`config.mk`:
```
export PLATFORM = sky130hd
export DESIGN_NAME = wb_cmd_master_flat
export DESIGN_NICKNAME = d
export VERILOG_FILES = /design/src/rtl/wb_cmd_master_if.sv /design/src/rtl/wb_cmd_master.sv /design/src/flat_wrapper.sv
export SDC_FILE = /design/constraint.sdc
export NUM_CORES = 1
export LEC_CHECK = 0
export CORE_MARGIN = 2
export CORE_UTILIZATION = 52
export CTS_CLUSTER_SIZE = 20
export DETAILED_ROUTE_END_ITERATION = 16
export PLACE_DENSITY = 0.83
export REMOVE_ABC_BUFFERS = 1
export SYNTH_ARGS = -nofsm -noshare
export SYNTH_HDL_FRONTEND = slang
export SYNTH_SLANG_ARGS = --single-unit
```
`constraint.sdc`:
```
create_clock -name clk_i -period 3.3 [get_ports clk_i]
set_input_delay 0.66 -clock clk_i [delete_from_list [all_inputs] [get_ports clk_i]]
set_output_delay 0.66 -clock clk_i [all_outputs]
set_load 0.005 [all_outputs]
```
`src/rtl/wb_cmd_master_if.sv`:
```
// Bundle of command, response, Wishbone and interrupt signals for wb_cmd_master.
// The master modport is the engine's view; the slave modport is the environment's view.
interface wb_cmd_master_if #(
  parameter int ADDR_WIDTH = 2,
  parameter int DATA_WIDTH = 8
);
  logic                  cmd_valid_i;
  logic                  cmd_ready_o;
  logic                  cmd_we_i;
  logic [ADDR_WIDTH-1:0] cmd_adr_i;
  logic [DATA_WIDTH-1:0] cmd_dat_i;
  logic                  rsp_valid_o;
  logic                  rsp_ready_i;
  logic                  rsp_we_o;
  logic [DATA_WIDTH-1:0] rsp_dat_o;
  logic                  rsp_err_o;
  logic                  cyc_o;
  logic                  stb_o;
  logic                  we_o;
  logic [ADDR_WIDTH-1:0] adr_o;
  logic [DATA_WIDTH-1:0] dat_o;
  logic [DATA_WIDTH-1:0] dat_i;
  logic                  ack_i;
  logic                  irq_i;
  logic                  irq_clr_i;
  logic                  irq_seen_o;
  logic                  busy_o;

  modport master (
    input  cmd_valid_i, cmd_we_i, cmd_adr_i, cmd_dat_i, rsp_ready_i,
           dat_i, ack_i, irq_i, irq_clr_i,
    output cmd_ready_o, rsp_valid_o, rsp_we_o, rsp_dat_o, rsp_err_o,
           cyc_o, stb_o, we_o, adr_o, dat_o, irq_seen_o, busy_o
  );

  modport slave (
    output cmd_valid_i, cmd_we_i, cmd_adr_i, cmd_dat_i, rsp_ready_i,
           dat_i, ack_i, irq_i, irq_clr_i,
    input  cmd_ready_o, rsp_valid_o, rsp_we_o, rsp_dat_o, rsp_err_o,
           cyc_o, stb_o, we_o, adr_o, dat_o, irq_seen_o, busy_o
  );
endinterface

```
`src/rtl/wb_cmd_master.sv`:
```
// Wishbone command master: FIFO-buffered commands issued as single Wishbone cycles, one
// response per command, sticky interrupt flag. Define WB_CMD_MASTER_TIMEOUT_EN for the ack timeout.
module wb_cmd_master #(
  parameter int ADDR_WIDTH = 2,
  parameter int DATA_WIDTH = 8,
  parameter int CMD_DEPTH  = 4,
  parameter int TIMEOUT    = 16
) (
  input logic             clk_i,
  input logic             rst_i,
  wb_cmd_master_if.master bus
);
  localparam int PTR_W = $clog2(CMD_DEPTH);
  localparam int CNT_W = PTR_W + 1;
  localparam int CMD_W = 1 + ADDR_WIDTH + DATA_WIDTH;

  typedef enum logic [0:0] {ST_IDLE = 1'b0, ST_REQ = 1'b1} state_t;

  if (CMD_DEPTH < 2 || (CMD_DEPTH & (CMD_DEPTH - 1)) != 0) begin : g_bad_depth
    $error("wb_cmd_master: CMD_DEPTH must be a power of 2 and at least 2");
  end
  if (TIMEOUT < 1) begin : g_bad_timeout
    $error("wb_cmd_master: TIMEOUT must be at least 1");
  end

  logic [CMD_W-1:0]      fifo_mem_r [CMD_DEPTH];
  logic [PTR_W-1:0]      wr_ptr_r;
  logic [PTR_W-1:0]      rd_ptr_r;
  logic [CNT_W-1:0]      count_r;
  state_t                state_r;
  logic                  cyc_r;
  logic                  we_r;
  logic [ADDR_WIDTH-1:0] adr_r;
  logic [DATA_WIDTH-1:0] dat_r;
  logic                  rsp_valid_r;
  logic                  rsp_we_r;
  logic [DATA_WIDTH-1:0] rsp_dat_r;
  logic                  irq_r;
  logic                  irq_seen_r;

  logic                  full_s;
  logic                  empty_s;
  logic                  push_s;
  logic                  pop_s;
  logic                  done_s;
  logic                  abort_s;
  logic [CMD_W-1:0]      head_s;
  logic                  head_we_s;
  logic [ADDR_WIDTH-1:0] head_adr_s;
  logic [DATA_WIDTH-1:0] head_dat_s;

  assign full_s     = (count_r == CNT_W'(CMD_DEPTH));
  assign empty_s    = (count_r == {CNT_W{1'b0}});
  assign push_s     = bus.cmd_valid_i && !full_s;
  // Launch only when the response slot is free or being emptied on this edge.
  assign pop_s      = (state_r == ST_IDLE) && !empty_s && (!rsp_valid_r || bus.rsp_ready_i);
  assign done_s     = (state_r == ST_REQ) && bus.ack_i;
  assign head_s     = fifo_mem_r[rd_ptr_r];
  assign head_we_s  = head_s[CMD_W-1];
  assign head_adr_s = head_s[DATA_WIDTH +: ADDR_WIDTH];
  assign head_dat_s = head_s[DATA_WIDTH-1:0];

`ifdef WB_CMD_MASTER_TIMEOUT_EN
  localparam int TO_W = (TIMEOUT > 1) ? $clog2(TIMEOUT) : 1;
  logic [TO_W-1:0] to_cnt_r;
  logic            rsp_err_r;
  assign abort_s       = (state_r == ST_REQ) && !bus.ack_i && (to_cnt_r == TO_W'(TIMEOUT - 1));
  assign bus.rsp_err_o = rsp_err_r;
`else
  assign abort_s       = 1'b0;
  assign bus.rsp_err_o = 1'b0;
`endif

  // Command storage; occupancy is tracked by the pointers so the array needs no reset.
  always_ff @(posedge clk_i) begin
    if (push_s) begin
      fifo_mem_r[wr_ptr_r] <= {bus.cmd_we_i, bus.cmd_adr_i, bus.cmd_dat_i};
    end
  end

  // FIFO pointers and occupancy.
  always_ff @(posedge clk_i) begin
    if (rst_i) begin
      wr_ptr_r <= {PTR_W{1'b0}};
      rd_ptr_r <= {PTR_W{1'b0}};
      count_r  <= {CNT_W{1'b0}};
    end else begin
      if (push_s) wr_ptr_r <= wr_ptr_r + PTR_W'(1);
      if (pop_s)  rd_ptr_r <= rd_ptr_r + PTR_W'(1);
      case ({push_s, pop_s})
        2'b10:   count_r <= count_r + CNT_W'(1);
        2'b01:   count_r <= count_r - CNT_W'(1);
        default: count_r <= count_r;
      endcase
    end
  end

  // Bus FSM with registered Wishbone controls and the response slot.
  always_ff @(posedge clk_i) begin
    if (rst_i) begin
      state_r     <= ST_IDLE;
      cyc_r       <= 1'b0;
      we_r        <= 1'b0;
      adr_r       <= {ADDR_WIDTH{1'b0}};
      dat_r       <= {DATA_WIDTH{1'b0}};
      rsp_valid_r <= 1'b0;
      rsp_we_r    <= 1'b0;
      rsp_dat_r   <= {DATA_WIDTH{1'b0}};
`ifdef WB_CMD_MASTER_TIMEOUT_EN
      to_cnt_r    <= {TO_W{1'b0}};
      rsp_err_r   <= 1'b0;
`endif
    end else begin
      case (state_r)
        ST_IDLE: begin
          if (pop_s) begin
            state_r <= ST_REQ;
            cyc_r   <= 1'b1;
            we_r    <= head_we_s;
            adr_r   <= head_adr_s;
            dat_r   <= head_we_s ? head_dat_s : {DATA_WIDTH{1'b0}};
          end
        end
        ST_REQ: begin
          if (done_s || abort_s) begin
            state_r <= ST_IDLE;
            cyc_r   <= 1'b0;
            we_r    <= 1'b0;
            adr_r   <= {ADDR_WIDTH{1'b0}};
            dat_r   <= {DATA_WIDTH{1'b0}};
`ifdef WB_CMD_MASTER_TIMEOUT_EN
            to_cnt_r <= {TO_W{1'b0}};
          end else begin
            to_cnt_r <= to_cnt_r + TO_W'(1);
`endif
          end
        end
        default: begin
          state_r <= ST_IDLE;
          cyc_r   <= 1'b0;
        end
      endcase

      // A new response overrides the clear when both happen on one edge.
      if (done_s || abort_s) begin
        rsp_valid_r <= 1'b1;
        rsp_we_r    <= we_r;
        rsp_dat_r   <= (done_s && !we_r) ? bus.dat_i : {DATA_WIDTH{1'b0}};
`ifdef WB_CMD_MASTER_TIMEOUT_EN
        rsp_err_r   <= abort_s;
`endif
      end else if (rsp_valid_r && bus.rsp_ready_i) begin
        rsp_valid_r <= 1'b0;
      end
    end
  end

  // Interrupt input register and sticky edge flag; a set wins over a same-cycle clear.
  always_ff @(posedge clk_i) begin
    if (rst_i) begin
      irq_r      <= 1'b0;
      irq_seen_r <= 1'b0;
    end else begin
      irq_r <= bus.irq_i;
      if (bus.irq_i && !irq_r) begin
        irq_seen_r <= 1'b1;
      end else if (bus.irq_clr_i) begin
        irq_seen_r <= 1'b0;
      end
    end
  end

  assign bus.cmd_ready_o = !full_s && !rst_i;
  assign bus.busy_o      = !empty_s || (state_r == ST_REQ);
  assign bus.cyc_o       = cyc_r;
  assign bus.stb_o       = cyc_r;
  assign bus.we_o        = we_r;
  assign bus.adr_o       = adr_r;
  assign bus.dat_o       = dat_r;
  assign bus.rsp_valid_o = rsp_valid_r;
  assign bus.rsp_we_o    = rsp_we_r;
  assign bus.rsp_dat_o   = rsp_dat_r;
  assign bus.irq_seen_o  = irq_seen_r;
endmodule

```
`src/flat_wrapper.sv`:
```
// flat-port wrapper written by rule: the top's interface ports become plain ports
module wb_cmd_master_flat 
#(
  parameter int ADDR_WIDTH = 2,
  parameter int DATA_WIDTH = 8,
  parameter int CMD_DEPTH  = 4,
  parameter int TIMEOUT    = 16
)
  (clk_i, rst_i, bus_cmd_valid_i, bus_cmd_we_i, bus_cmd_adr_i, bus_cmd_dat_i, bus_rsp_ready_i, bus_dat_i, bus_ack_i, bus_irq_i, bus_irq_clr_i, bus_cmd_ready_o, bus_rsp_valid_o, bus_rsp_we_o, bus_rsp_dat_o, bus_rsp_err_o, bus_cyc_o, bus_stb_o, bus_we_o, bus_adr_o, bus_dat_o, bus_irq_seen_o, bus_busy_o);
  wb_cmd_master_if #(.ADDR_WIDTH(ADDR_WIDTH), .DATA_WIDTH(DATA_WIDTH)) bus_i ();
  input logic clk_i;
  input logic rst_i;
  input wire logic [$bits(bus_i.cmd_valid_i)-1:0] bus_cmd_valid_i;
  input wire logic [$bits(bus_i.cmd_we_i)-1:0] bus_cmd_we_i;
  input wire logic [$bits(bus_i.cmd_adr_i)-1:0] bus_cmd_adr_i;
  input wire logic [$bits(bus_i.cmd_dat_i)-1:0] bus_cmd_dat_i;
  input wire logic [$bits(bus_i.rsp_ready_i)-1:0] bus_rsp_ready_i;
  input wire logic [$bits(bus_i.dat_i)-1:0] bus_dat_i;
  input wire logic [$bits(bus_i.ack_i)-1:0] bus_ack_i;
  input wire logic [$bits(bus_i.irq_i)-1:0] bus_irq_i;
  input wire logic [$bits(bus_i.irq_clr_i)-1:0] bus_irq_clr_i;
  output wire logic [$bits(bus_i.cmd_ready_o)-1:0] bus_cmd_ready_o;
  output wire logic [$bits(bus_i.rsp_valid_o)-1:0] bus_rsp_valid_o;
  output wire logic [$bits(bus_i.rsp_we_o)-1:0] bus_rsp_we_o;
  output wire logic [$bits(bus_i.rsp_dat_o)-1:0] bus_rsp_dat_o;
  output wire logic [$bits(bus_i.rsp_err_o)-1:0] bus_rsp_err_o;
  output wire logic [$bits(bus_i.cyc_o)-1:0] bus_cyc_o;
  output wire logic [$bits(bus_i.stb_o)-1:0] bus_stb_o;
  output wire logic [$bits(bus_i.we_o)-1:0] bus_we_o;
  output wire logic [$bits(bus_i.adr_o)-1:0] bus_adr_o;
  output wire logic [$bits(bus_i.dat_o)-1:0] bus_dat_o;
  output wire logic [$bits(bus_i.irq_seen_o)-1:0] bus_irq_seen_o;
  output wire logic [$bits(bus_i.busy_o)-1:0] bus_busy_o;
  assign bus_i.cmd_valid_i = bus_cmd_valid_i;
  assign bus_i.cmd_we_i = bus_cmd_we_i;
  assign bus_i.cmd_adr_i = bus_cmd_adr_i;
  assign bus_i.cmd_dat_i = bus_cmd_dat_i;
  assign bus_i.rsp_ready_i = bus_rsp_ready_i;
  assign bus_i.dat_i = bus_dat_i;
  assign bus_i.ack_i = bus_ack_i;
  assign bus_i.irq_i = bus_irq_i;
  assign bus_i.irq_clr_i = bus_irq_clr_i;
  assign bus_cmd_ready_o = bus_i.cmd_ready_o;
  assign bus_rsp_valid_o = bus_i.rsp_valid_o;
  assign bus_rsp_we_o = bus_i.rsp_we_o;
  assign bus_rsp_dat_o = bus_i.rsp_dat_o;
  assign bus_rsp_err_o = bus_i.rsp_err_o;
  assign bus_cyc_o = bus_i.cyc_o;
  assign bus_stb_o = bus_i.stb_o;
  assign bus_we_o = bus_i.we_o;
  assign bus_adr_o = bus_i.adr_o;
  assign bus_dat_o = bus_i.dat_o;
  assign bus_irq_seen_o = bus_i.irq_seen_o;
  assign bus_busy_o = bus_i.busy_o;
  wb_cmd_master #(.ADDR_WIDTH(ADDR_WIDTH), .DATA_WIDTH(DATA_WIDTH), .CMD_DEPTH(CMD_DEPTH), .TIMEOUT(TIMEOUT)) u_core (.clk_i(clk_i), .rst_i(rst_i), .bus(bus_i));
endmodule
```
==> run summary <==
Startpoint types -> input pin
Hold Vio Cnt, Final -> 0
Iteration-0 DRC Markers -> 106
Register area -> 2000 sq um
Fillers -> 394
Worst reg2reg path endpoint -> u_core.count_r[2]$_SDFFE_PP0P_
Core area -> 5540 sq um
Pre-antenna DRT Iters -> 4
Post-CTS Setup Inserts -> 0
CTS buffer count -> 9
Sequential power share -> 0.463
Layout Utilization -> 0.677
Area Growth Syn to Fin -> 24.3%
Peak Freq -> 376 MHz
Power per cell area -> 751 nW/um^2
Ys Warns -> 0
Worst slew margin -> 0.418
Port bufs -> 51
Via density -> 5.21
Remaining DRCs -> 0
Antenna violations before repair -> 0
Die Area -> 6430 sq um
Multi-input logic area -> 883 sq um
Global-route wire length before repair -> 8.18 mm
CTS tree -> built
Post-synth EDFFs -> 44
Clk pwr share -> 0.248
Commonest non-fill, non-tap cell in the layout -> clkdlybuf4s50_1
Crit path capture type -> register
Worst r2r src -> u_core.count_r[0]$_SDFFE_PP0P_
Max-cap violations -> 0
Sw Ratio -> 0.304
Final worst path period share -> 0.806
Pin count of the biggest net entering global routing -> 34
Most frequent cells in the layout -> clkdlybuf4s50_1, edfxtp_1, dfxtp_1
WS Path Type -> input pin to register
Root buffer cell -> clkbuf_8
Sw Pwr -> 0.857 mW
Grt ovf -> 0
Fin nets -> 302
Initial Utilization -> 0.545
PostCTS Resize Cnt -> 0
Final max-slew violation count -> 0
# hold bufs at CTS -> 0
Vias in the first global route -> 1715
Async S/R FF share, synth -> 0
Post-synth top flop -> edfxtp_1
Routability congestion estimate -> 0.705
R2r setup slk -> 0.92 ns
HP Class -> register to register
Outcome -> completed
Min-Delay Startpoint -> u_core.bus.rsp_we_o$_SDFFE_PP0P_
Boundary pin count -> 53
Syn_area_per_cell -> 13.8 sq um
Yosys cell types -> 32
CP Data Arrival Time -> 2.95 ns
Internal power -> 1.96 mW
#FFs+latches synth -> 78
Setup violators final -> 0
Die Y -> 80.2 um
Final Critical Period -> 2.66 ns
Clock transition at path regs -> 0.08 ns
DPL Wire Length -> 3.44 mm
Routed via count -> 1808
Peak supply drop -> 0.402 mV
Skew final -> 0.00902 ns
Total GRT Usage -> 0.175
Insertion delay to the later sink of the worst-skew pair -> 0.35 ns
Clock buffer depth -> 2
Fraction of layout cells with a size suffix above 1 -> 0.116
Unrepaired setup endpoints after global routing -> no
Clock sinks -> 78
Worst Hold Path EP -> u_core.bus.rsp_we_o$_SDFFE_PP0P_
ANT cells -> 0
Leak -> 1.28 nW
Mapped Cells -> 219
R2r worst-path depth -> 9
Die W -> 80.2 um
Post-DRT Antenna Nets -> 0
Post-Syn Area -> 3020 sq um
Setup_tns -> 0 ns
Combinational share of power -> 0.289
H-tree levels -> 3
Num rows -> 27
Register area share after synthesis -> 0.663
Detailed Route WL -> 5.17 mm
Routed WL per cell -> 14.9 um
Hold Path Stages -> 2
Maximum fanout along the worst path -> 13
Slew @ Worst Pin -> 0.871 ns
Worst Path Required -> 3.59 ns
registers in the layout, indices dropped and copies added, names as in the netlist, named ones only:
name                    flops
u_core.bus.dat_o            8
u_core.bus.we_o             1
u_core.irq_r                1
u_core.state_r              1
u_core.fifo_mem_r          44
u_core.bus.rsp_valid_o      1
u_core.bus.rsp_we_o         1
u_core.bus.irq_seen_o       1
u_core.wr_ptr_r             2
u_core.bus.adr_o            2
u_core.count_r              3
u_core.bus.rsp_dat_o        8
u_core.rd_ptr_r             2
u_core.bus.cyc_o            1
worst max-delay path: stages:
cell	delay [ns]
clkdlybuf4s50_1	0.45
nor2b_1	0.06
or3_1	0.43
clkinv_8	0.12
ha_1	0.19
inv_1	0.06
fa_1	0.37
xor2_1	0.16
or3_1	0.31
a21oi_1	0.13
synth_stat cells (all sizes together), types with 2 or more instances:
| library cell | number | area [sq um] |
|---|---|---|
| nand2 | 6 | 22.5 |
| xor2 | 2 | 17.5 |
| nor3b | 8 | 60.1 |
| inv | 6 | 22.5 |
| xnor2 | 3 | 26.3 |
| a21oi | 27 | 135 |
| nor2 | 18 | 67.6 |
| ha | 5 | 62.6 |
| nand2b | 3 | 18.8 |
| nand3 | 20 | 100 |
| and2 | 4 | 25.0 |
| or3 | 2 | 12.5 |
| buf | 8 | 67.6 |
| nor2b | 2 | 12.5 |
| clkbuf | 7 | 26.3 |
| edfxtp | 44 | 1320 |
| dfxtp | 34 | 681 |
| mux4 | 11 | 250 |
cell families (layout without fill, tap and decap cells):
kind of cell    after synthesis  in the layout  share of synthesized area
compound gates               29             29                     0.0489
xor+xnor                      5              5                     0.0145
fa+ha+maj                     6              6                     0.0274
buf+inv                      22             78                     0.0439
flops                        78             78                      0.663
mux                          12             12                     0.0862
other cells                   1              1                    0.00124
simple gates                 66             66                      0.114
through the flow:
stage | power [mW] | hold slack [ns] | std cells | worst slack, ns | area, sq um
floorplan | 1.79 | 0.447 | 204 | 0.708 | 2920
global placement | 2.11 | 0.446 | 331 | 0.342 | 3550
detailed placement | 2.15 | 0.448 | 331 | 0.273 | 3550
CTS | 2.85 | 0.459 | 347 | 0.643 | 3750
global route | 2.97 | 0.487 | 347 | 0.584 | 3750
finish | 2.82 | 0.457 | 347 | 0.640 | 3750
layout make-up:
| class | count | share of cell area |
|---|---|---|
| tap | 72 | 0.0240 |
| sequential | 78 | 0.534 |
| clock buffer | 9 | 0.0330 |
| inverter | 7 | 0.0103 |
| timing repair buffer | 55 | 0.144 |
| clock inverter | 7 | 0.0197 |
| multi-input combinational | 119 | 0.235 |
metal layers:
metal | routed length [um] | GRT usage | share of wire | vias up
met5 | 0 | 0 | 0 | -
met4 | 114 | 0.0898 | 0.022 | 0
met3 | 389 | 0.0663 | 0.075 | 10
met2 | 2400 | 0.279 | 0.46 | 59
met1 | 2270 | 0.207 | 0.44 | 852
li1 | - | - | - | 887
worst max-delay path by stage:
stage | start | endpoint | slack [ns] | cells past startpoint
final | bus_rsp_ready_i | u_core.count_r[2]$_SDFFE_PP0P_ | 0.64 | 10
after detailed placement | bus_rsp_ready_i | u_core.count_r[2]$_SDFFE_PP0P_ | 0.27 | 10
after global placement | bus_rsp_ready_i | u_core.count_r[2]$_SDFFE_PP0P_ | 0.34 | 10
after CTS | bus_rsp_ready_i | u_core.count_r[2]$_SDFFE_PP0P_ | 0.64 | 10
after global routing | bus_rsp_ready_i | u_core.count_r[2]$_SDFFE_PP0P_ | 0.58 | 10
after floorplan | bus_rsp_ready_i | u_core.count_r[2]$_SDFFE_PP0P_ | 0.71 | 9
power groups by stage:
stage	Clock, mW	Sequential [mW]	Combinational, mW
after global placement	0	1.32	0.788
after detailed placement	0	1.33	0.821
after global routing	0.748	1.33	0.894
after CTS	0.717	1.31	0.827
after floorplan	0	1.32	0.471
final	0.698	1.31	0.815
Note: power is estimated with default switching activity, not from simulation.
